**src/rtl/mul8_dot_acc.sv**
```systemverilog
// Purpose: streaming 8x8 unsigned multiply-accumulate; one dot-product result per in_last-terminated vector.
// Latency: closing beat accepted at edge E0 -> out_valid after E2 (P1, P2, then accumulate/load).
// Backpressure: in_ready low from closing beat until result handshake; out_* held while out_ready=0.
// Optional feature: define MUL8_DOT_ACC_SAT_EN to saturate the accumulator on overflow (default wraps).
module mul8_dot_acc #(
  parameter int ACC_W = 24,
  parameter int MAX_LEN = 256,
  localparam int CNT_W = $clog2(MAX_LEN + 1)
) (
  input  logic             clk,
  input  logic             rst,
  input  logic             in_valid,
  output logic             in_ready,
  input  logic [7:0]       in_a,
  input  logic [7:0]       in_b,
  input  logic             in_last,
  output logic             out_valid,
  input  logic             out_ready,
  output logic [ACC_W-1:0] out_data,
  output logic [CNT_W-1:0] out_count,
  output logic             out_ovf,
  output logic             out_trunc
);

  typedef enum logic [1:0] {
    ACCUM = 2'd0,
    DRAIN = 2'd1,
    OUT   = 2'd2
  } state_t;

  state_t state, state_nxt;

  // Vector bookkeeping
  logic [ACC_W-1:0] acc;
  logic [CNT_W-1:0] cnt;
  logic             ovf;

  // Pipeline stage 1: raw operands
  logic             p1_vld;
  logic [7:0]       p1_a;
  logic [7:0]       p1_b;
  logic             p1_last;
  logic             p1_trunc;

  // Pipeline stage 2: exact product
  logic             p2_vld;
  logic [15:0]      p2_prod;
  logic             p2_last;
  logic             p2_trunc;

  logic             accept;
  logic             hit_max;
  logic             p2_close;
  logic             close_load;
  logic             out_hs;
  logic [ACC_W:0]   sum;
  logic             ovf_nxt;
  logic [ACC_W-1:0] acc_nxt;

  assign accept   = in_valid & in_ready;
  // The beat that fills the vector to MAX_LEN closes it even without in_last.
  assign hit_max  = (cnt + CNT_W'(1)) == CNT_W'(MAX_LEN);
  assign p2_close = p2_last | p2_trunc;
  assign close_load = (state == DRAIN) & p2_vld & p2_close;
  assign out_hs   = out_valid & out_ready;

  // One extra bit on the adder exposes the carry-out of ACC_W for overflow detection.
  assign sum     = {1'b0, acc} + {{(ACC_W - 15){1'b0}}, p2_prod};
  assign ovf_nxt = ovf | sum[ACC_W];

`ifdef MUL8_DOT_ACC_SAT_EN
  // Once overflowed, the accumulator pins at full scale for the rest of the vector.
  assign acc_nxt = ovf_nxt ? {ACC_W{1'b1}} : sum[ACC_W-1:0];
`else
  assign acc_nxt = sum[ACC_W-1:0];
`endif

  // State register.
  always_ff @(posedge clk) begin
    if (rst) state <= ACCUM;
    else     state <= state_nxt;
  end

  // Next-state and in_ready decode; in_ready is forced low while reset is asserted.
  always_comb begin
    state_nxt = state;
    in_ready  = 1'b0;
    case (state)
      ACCUM: begin
        in_ready = ~rst;
        if (in_valid && !rst && (in_last || hit_max)) state_nxt = DRAIN;
      end
      DRAIN: begin
        if (p2_vld && p2_close) state_nxt = OUT;
      end
      OUT: begin
        if (out_hs) state_nxt = ACCUM;
      end
      default: state_nxt = ACCUM;
    endcase
  end

  // Two-stage operand/product pipeline; side bits travel with the data.
  always_ff @(posedge clk) begin
    if (rst) begin
      p1_vld   <= 1'b0;
      p1_a     <= '0;
      p1_b     <= '0;
      p1_last  <= 1'b0;
      p1_trunc <= 1'b0;
      p2_vld   <= 1'b0;
      p2_prod  <= '0;
      p2_last  <= 1'b0;
      p2_trunc <= 1'b0;
    end else begin
      p1_vld <= accept;
      if (accept) begin
        p1_a     <= in_a;
        p1_b     <= in_b;
        p1_last  <= in_last;
        p1_trunc <= hit_max & ~in_last;
      end
      p2_vld <= p1_vld;
      if (p1_vld) begin
        p2_prod  <= p1_a * p1_b;
        p2_last  <= p1_last;
        p2_trunc <= p1_trunc;
      end
    end
  end

  // Accumulate products, load the result on the closing beat, clear on result handshake.
  always_ff @(posedge clk) begin
    if (rst) begin
      acc       <= '0;
      cnt       <= '0;
      ovf       <= 1'b0;
      out_valid <= 1'b0;
      out_data  <= '0;
      out_count <= '0;
      out_ovf   <= 1'b0;
      out_trunc <= 1'b0;
    end else begin
      if (accept) cnt <= cnt + CNT_W'(1);
      if (p2_vld) begin
        acc <= acc_nxt;
        ovf <= ovf_nxt;
      end
      if (close_load) begin
        out_valid <= 1'b1;
        out_data  <= acc_nxt;
        out_count <= cnt;
        out_ovf   <= ovf_nxt;
        out_trunc <= p2_trunc;
      end
      if ((state == OUT) && out_hs) begin
        out_valid <= 1'b0;
        acc       <= '0;
        cnt       <= '0;
        ovf       <= 1'b0;
      end
    end
  end

endmodule

```
**config.mk**
```make
export PLATFORM = sky130hd
export DESIGN_NAME = mul8_dot_acc
export DESIGN_NICKNAME = d
export VERILOG_FILES = /design/src/rtl/mul8_dot_acc.sv
export SDC_FILE = /design/constraint.sdc
export NUM_CORES = 1
export LEC_CHECK = 0
export CELL_PAD_IN_SITES_DETAIL_PLACEMENT = 0
export CELL_PAD_IN_SITES_GLOBAL_PLACEMENT = 1
export CORE_AREA = 10 10 142 131
export CTS_CLUSTER_SIZE = 12
export DETAILED_ROUTE_END_ITERATION = 10
export DIE_AREA = 0 0 152 141
export PLACE_DENSITY_LB_ADDON = 0.3
export SYNTH_ARGS = -nofsm -noshare
export SYNTH_HDL_FRONTEND = slang
export SYNTH_SLANG_ARGS = --single-unit
```
**constraint.sdc**
```tcl
create_clock -name clk -period 8.5 [get_ports clk]
set_input_delay 1.7 -clock clk [delete_from_list [all_inputs] [get_ports clk]]
set_output_delay 1.7 -clock clk [all_outputs]
set_load 0.005 [all_outputs]
```
# Word-level counts from Yosys, hierarchy flattened

Index checks and enable logic that the tools add are counted.
W data, S select, Z words.

Bits in registers: 110
Bits in latches: 0
RAM bits: 0
Bits in read-only memories: 0
Memories kept: 0

$add $sub $neg: 2
Multiply operators: 1
Divide/modulo/power cells: 0
$lt $le $gt $ge: 0
Equal/unequal tests: 6
Shift operators: 0
Muxes and demuxes: 5
Bitwise operators: 9
Reductions and logical operators: 9

Operator list:

| kind                  | number |
|---|---|
| $add A24 B16 Y25      | 1 |
| $mul A8 B8 Y16        | 1 |
| $add A9 B1 Y9 const B | 1 |
| $eq A9 B9 Y1 const B  | 1 |
| $mux W2               | 3 |
| $pmux W2 S3           | 1 |
| $and A1 B1 Y1         | 5 |
| $logic_and A1 B1 Y1   | 4 |
| $ne A2 B2 Y1 const B  | 2 |
| $reduce_and A3 Y1     | 1 |
| $eq A2 B1 Y1 const B  | 1 |
| $eq A2 B2 Y1 const B  | 1 |
| $logic_not A2 Y1      | 1 |
| $ne A2 B1 Y1 const B  | 1 |
| $not A1 Y1            | 2 |
| $or A1 B1 Y1          | 2 |
| $reduce_or A2 Y1      | 1 |
| $logic_not A1 Y1      | 1 |
| $logic_or A1 B1 Y1    | 1 |
| $mux W1               | 1 |

# Depth between registers and ports, before layout

Depth after elaboration: 6
Gate-level depth with buffers: 17

# Least setup slack after synthesis

Ideal clock, no wire load.

Path kind: register to register
From: register p1_b[7]
To: register p2_prod[14]
Arrival: 4.322 ns
Data required time: 8.380 ns
Path slack: 4.058 ns
Stages on the path, launching flop included: 16
Path buffers: 1
Cells stage by stage: dfxtp_1 clkbuf_1 nand2_1 fa_1 fa_1 inv_1 fa_1 inv_1 fa_1 inv_1 ha_1 nand3_1 o211ai_1 or4_1 a311o_1 a211o_1

Word-level cells in the longest chain between the ends: 1

Ends and longest elaborated chain:

| item                   | line | RTL |
|---|---|---|
| start, declared        | 41   | `logic [7:0] p1_b;` |
| start signal, assigned | 119  | `p1_b <= in_b;` |
| $mul A8 B8 Y16         | 125  | `p2_prod <= p1_a * p1_b;` |
| end signal, assigned   | 125  |  |
| end, declared          | 47   | `logic [15:0] p2_prod;` |

No other way between the ends.
A chain may end at the register's enable or synchronous reset.

# Worst setup path in the final report

Same ends and word-level chain as after synthesis.

==> flow_summary.ini <==
[layout]
nFillCells = 1517
final_util_pct = 53.7
drive_gt1_share_pct = 3.85
fin_area_mm2 = 0.00845
antenna_cells = 0
nets = 1017
area_growth_syn_to_layout_pct = 13.3

[flow_run]
maxCapViolCount = 0

[global_route]
grt_antenna_before_repair = 0
grt_pass1_wl_um = 29400
overflow = 0
grt_max_degree = 70
grt_pass1_vias = 5747
grt_usage_pct = 16.1

[synthesis]
synth.net_count = 987
synth_cell_types = 67
synth_top_area_share_pct = 29.5
netlist_area_mm2 = 0.00746
synthCells = 875
synth_edf_count = 0
synthArstFlopShare_pct = 0
synthTopCellsByArea = dfxtp_1 (30%), fa_1 (9.9%), ha_1 (9.1%)
yosysMostFrequentCell = nand2_1
syn_area_per_cell_um2 = 8.52
yosysTopAreaCell = dfxtp_1
ys_ff_latch = 110
ys.flop_type = dfxtp_1
yosysWarningCount = 0
synth_top_cells_by_count = nand2_1 (112), dfxtp_1 (110), inv_1 (59), nor2_1 (58), ha_1 (54)
ys_seq_area_share_pct = 29.5

[detailed_routing]
first_iter_violations = 285
vias_per_cell = 5.35
antenna_left = 0
vias = 5977
dr.pass1.iters = 4
wl_per_cell_um = 15.6
remaining_drc_errors = 0
routed_wl_um = 17400

[floorplanning]
die_area_mm2 = 0.0214
ioPinCount = 58
placementRows = 44
die_h_um = 141
core_area_mm2 = 0.0157
start_util_pct = 47.4
chipWidth_um = 152

[power_and_ir_drop]
vdd_drop_max_mv = 0.103
power_frac_seq_pct = 49.7
p_comb_share_pct = 10.9
p_int_w = 0.000812
pwr_density_cell_mw_per_mm2 = 131
clockPowerShare_pct = 39.5
p_leak_nw = 3.52
p_sw_w = 0.000291
switching_share_pct = 26.4

[clock_tree]
ctsHoldBuffers = 0
cts-resized-gates = 0
clock_path_buffers = 2
cts_tree = yes
htreeDepth = 3
cts_root_buffer = clkbuf_16
clkSinkCount = 110
cts_setup_buffers = 0
insertion_delay_ns = 0.36
clk_pin_slew_ns = 0.07
cts_buffers = 9

[critical_path]
critPathArrivalTime_ns = 4.86
crit_path_start_kind = register
endpoint_kind = register
crit_required_ns = 8.74
path_max_fanout = 9
path_class = register to register

[sta]
min_period_over_period_pct = 54.4
drv_slew = 0
max_freq_mhz = 216
fin_crit_ns = 4.63
max_slew_margin_pct = 29.2
setup_viol = 0
grt_setup_unrepaired = no
final-hold-violation-count = 0
layout_setup_ws_ns = 3.87
fin_tns_setup_ns = 0
tightest_slew_ns = 1.06
fin_skew_ns = 0.0109

[place]
place_congestion = 0.900
preCtsSetupSlack_ns = 3.90
dp_hpwl_um = 12900
dpl_cell_area_mm2 = 0.00815
io_buffers = 57

[worst_hold_path]
min_path_type = register to register

[status]
outcome = finished, final reports clean
## metal layers
layer  global-route usage [%]  share of wire, %
met3                     3.86               4.1
met2                     24.4                43
met1                     22.5                52
met5                        0                 0
met4                     3.44              0.87
## state kept, by name, summed over array words and instances, names as in the netlist
register / count
p1_vld: 1
out_count: 9
p1_a: 8
p2_last: 1
p2_prod: 16
out_ovf: 1
out_trunc: 1
state: 2
out_data: 24
p1_trunc: 1
ovf: 1
p1_b: 8
out_valid: 1
cnt: 9
p2_trunc: 1
acc: 24
p2_vld: 1
p1_last: 1
## worst max-delay path, stage by stage, from the launching register on
cell      delay (ns)
dfxtp_1         0.48
nand2_1         0.13
fa_1            0.52
fa_1            0.57
inv_1           0.06
fa_1            0.53
inv_1           0.05
fa_1            0.52
inv_1           0.04
ha_1            0.34
nand3_1         0.09
o211ai_1        0.09
or4_1           0.47
a311o_1         0.36
a211o_1         0.26
## cells by family after synthesis
family,Yosys count,share of synthesized area (%)
simple gates,355,24.4
xor+xnor,23,2.70
fa+ha+maj,91,19.0
compound gates,170,15.9
buf+inv,104,5.54
flops,110,29.5
mux,22,2.95
## power by group through the flow
stage	clock [W]	sequential (W)	combinational, W
floorplan	0	0.000548	0.0000930
global placement	0	0.000560	0.000119
detailed placement	0	0.000560	0.000120
CTS	0.000447	0.000548	0.000121
global route	0.000465	0.000551	0.000137
finish	0.000436	0.000548	0.000120
## path summary, 6_finish.rpt
path                               endpoint  cells past startpoint  slack [ns]        start
worst max-delay path            p2_prod[14]                     14        3.87      p1_b[7]
worst min-delay path            out_data[5]                      2        0.45  out_data[5]
worst max register to register  p2_prod[14]                     14        3.87      p1_b[7]
worst min register to register  out_data[5]                      2        0.45  out_data[5]
## area by class of cell
type / instances / area, µm² / area share [%]
sequential: 110 / 2200 / 26.1
multi-input combinational: 661 / 4850 / 57.4
clock inverter: 5 / 67.6 / 0.799
tap: 207 / 259 / 3.06
clock buffer: 11 / 233 / 2.75
inverter: 60 / 225 / 2.66
timing repair buffer: 63 / 611 / 7.22
## stage by stage
stage,total power (W),cells,hold slack [ns]
after floorplan,0.000641,875,0.436
after global placement,0.000679,1101,0.444
after detailed placement,0.000680,1101,0.447
after CTS,0.00112,1117,0.457
after global routing,0.00115,1117,0.473
final,0.00110,1117,0.453
## cell usage in the layout, fill, tap and decap left out, types with 4 or more instances in the layout
cell type          n
nand3b_1          29
clkdlybuf4s50_1   56
a211o_1            6
xor2_1             9
and2_1            49
inv_1             59
xnor2_1           14
buf_4              6
nor3_1            15
fa_1              37
nor2b_1            5
ha_1              54
clkbuf_16          9
a31oi_1            5
nand2b_1          12
nor3b_1           10
o21a_1             9
o21ai_0           24
and4_1             4
a21oi_1           42
a21o_1            12
nand2_1          112
mux2i_1           22
nand3_1           26
nor2_1            58
nand4_1           10
a211oi_1          21
dfxtp_1          110
o21bai_1           6
or3_1             11
o211ai_1           7
No activity file was read; power rests on OpenSTA's default activity.
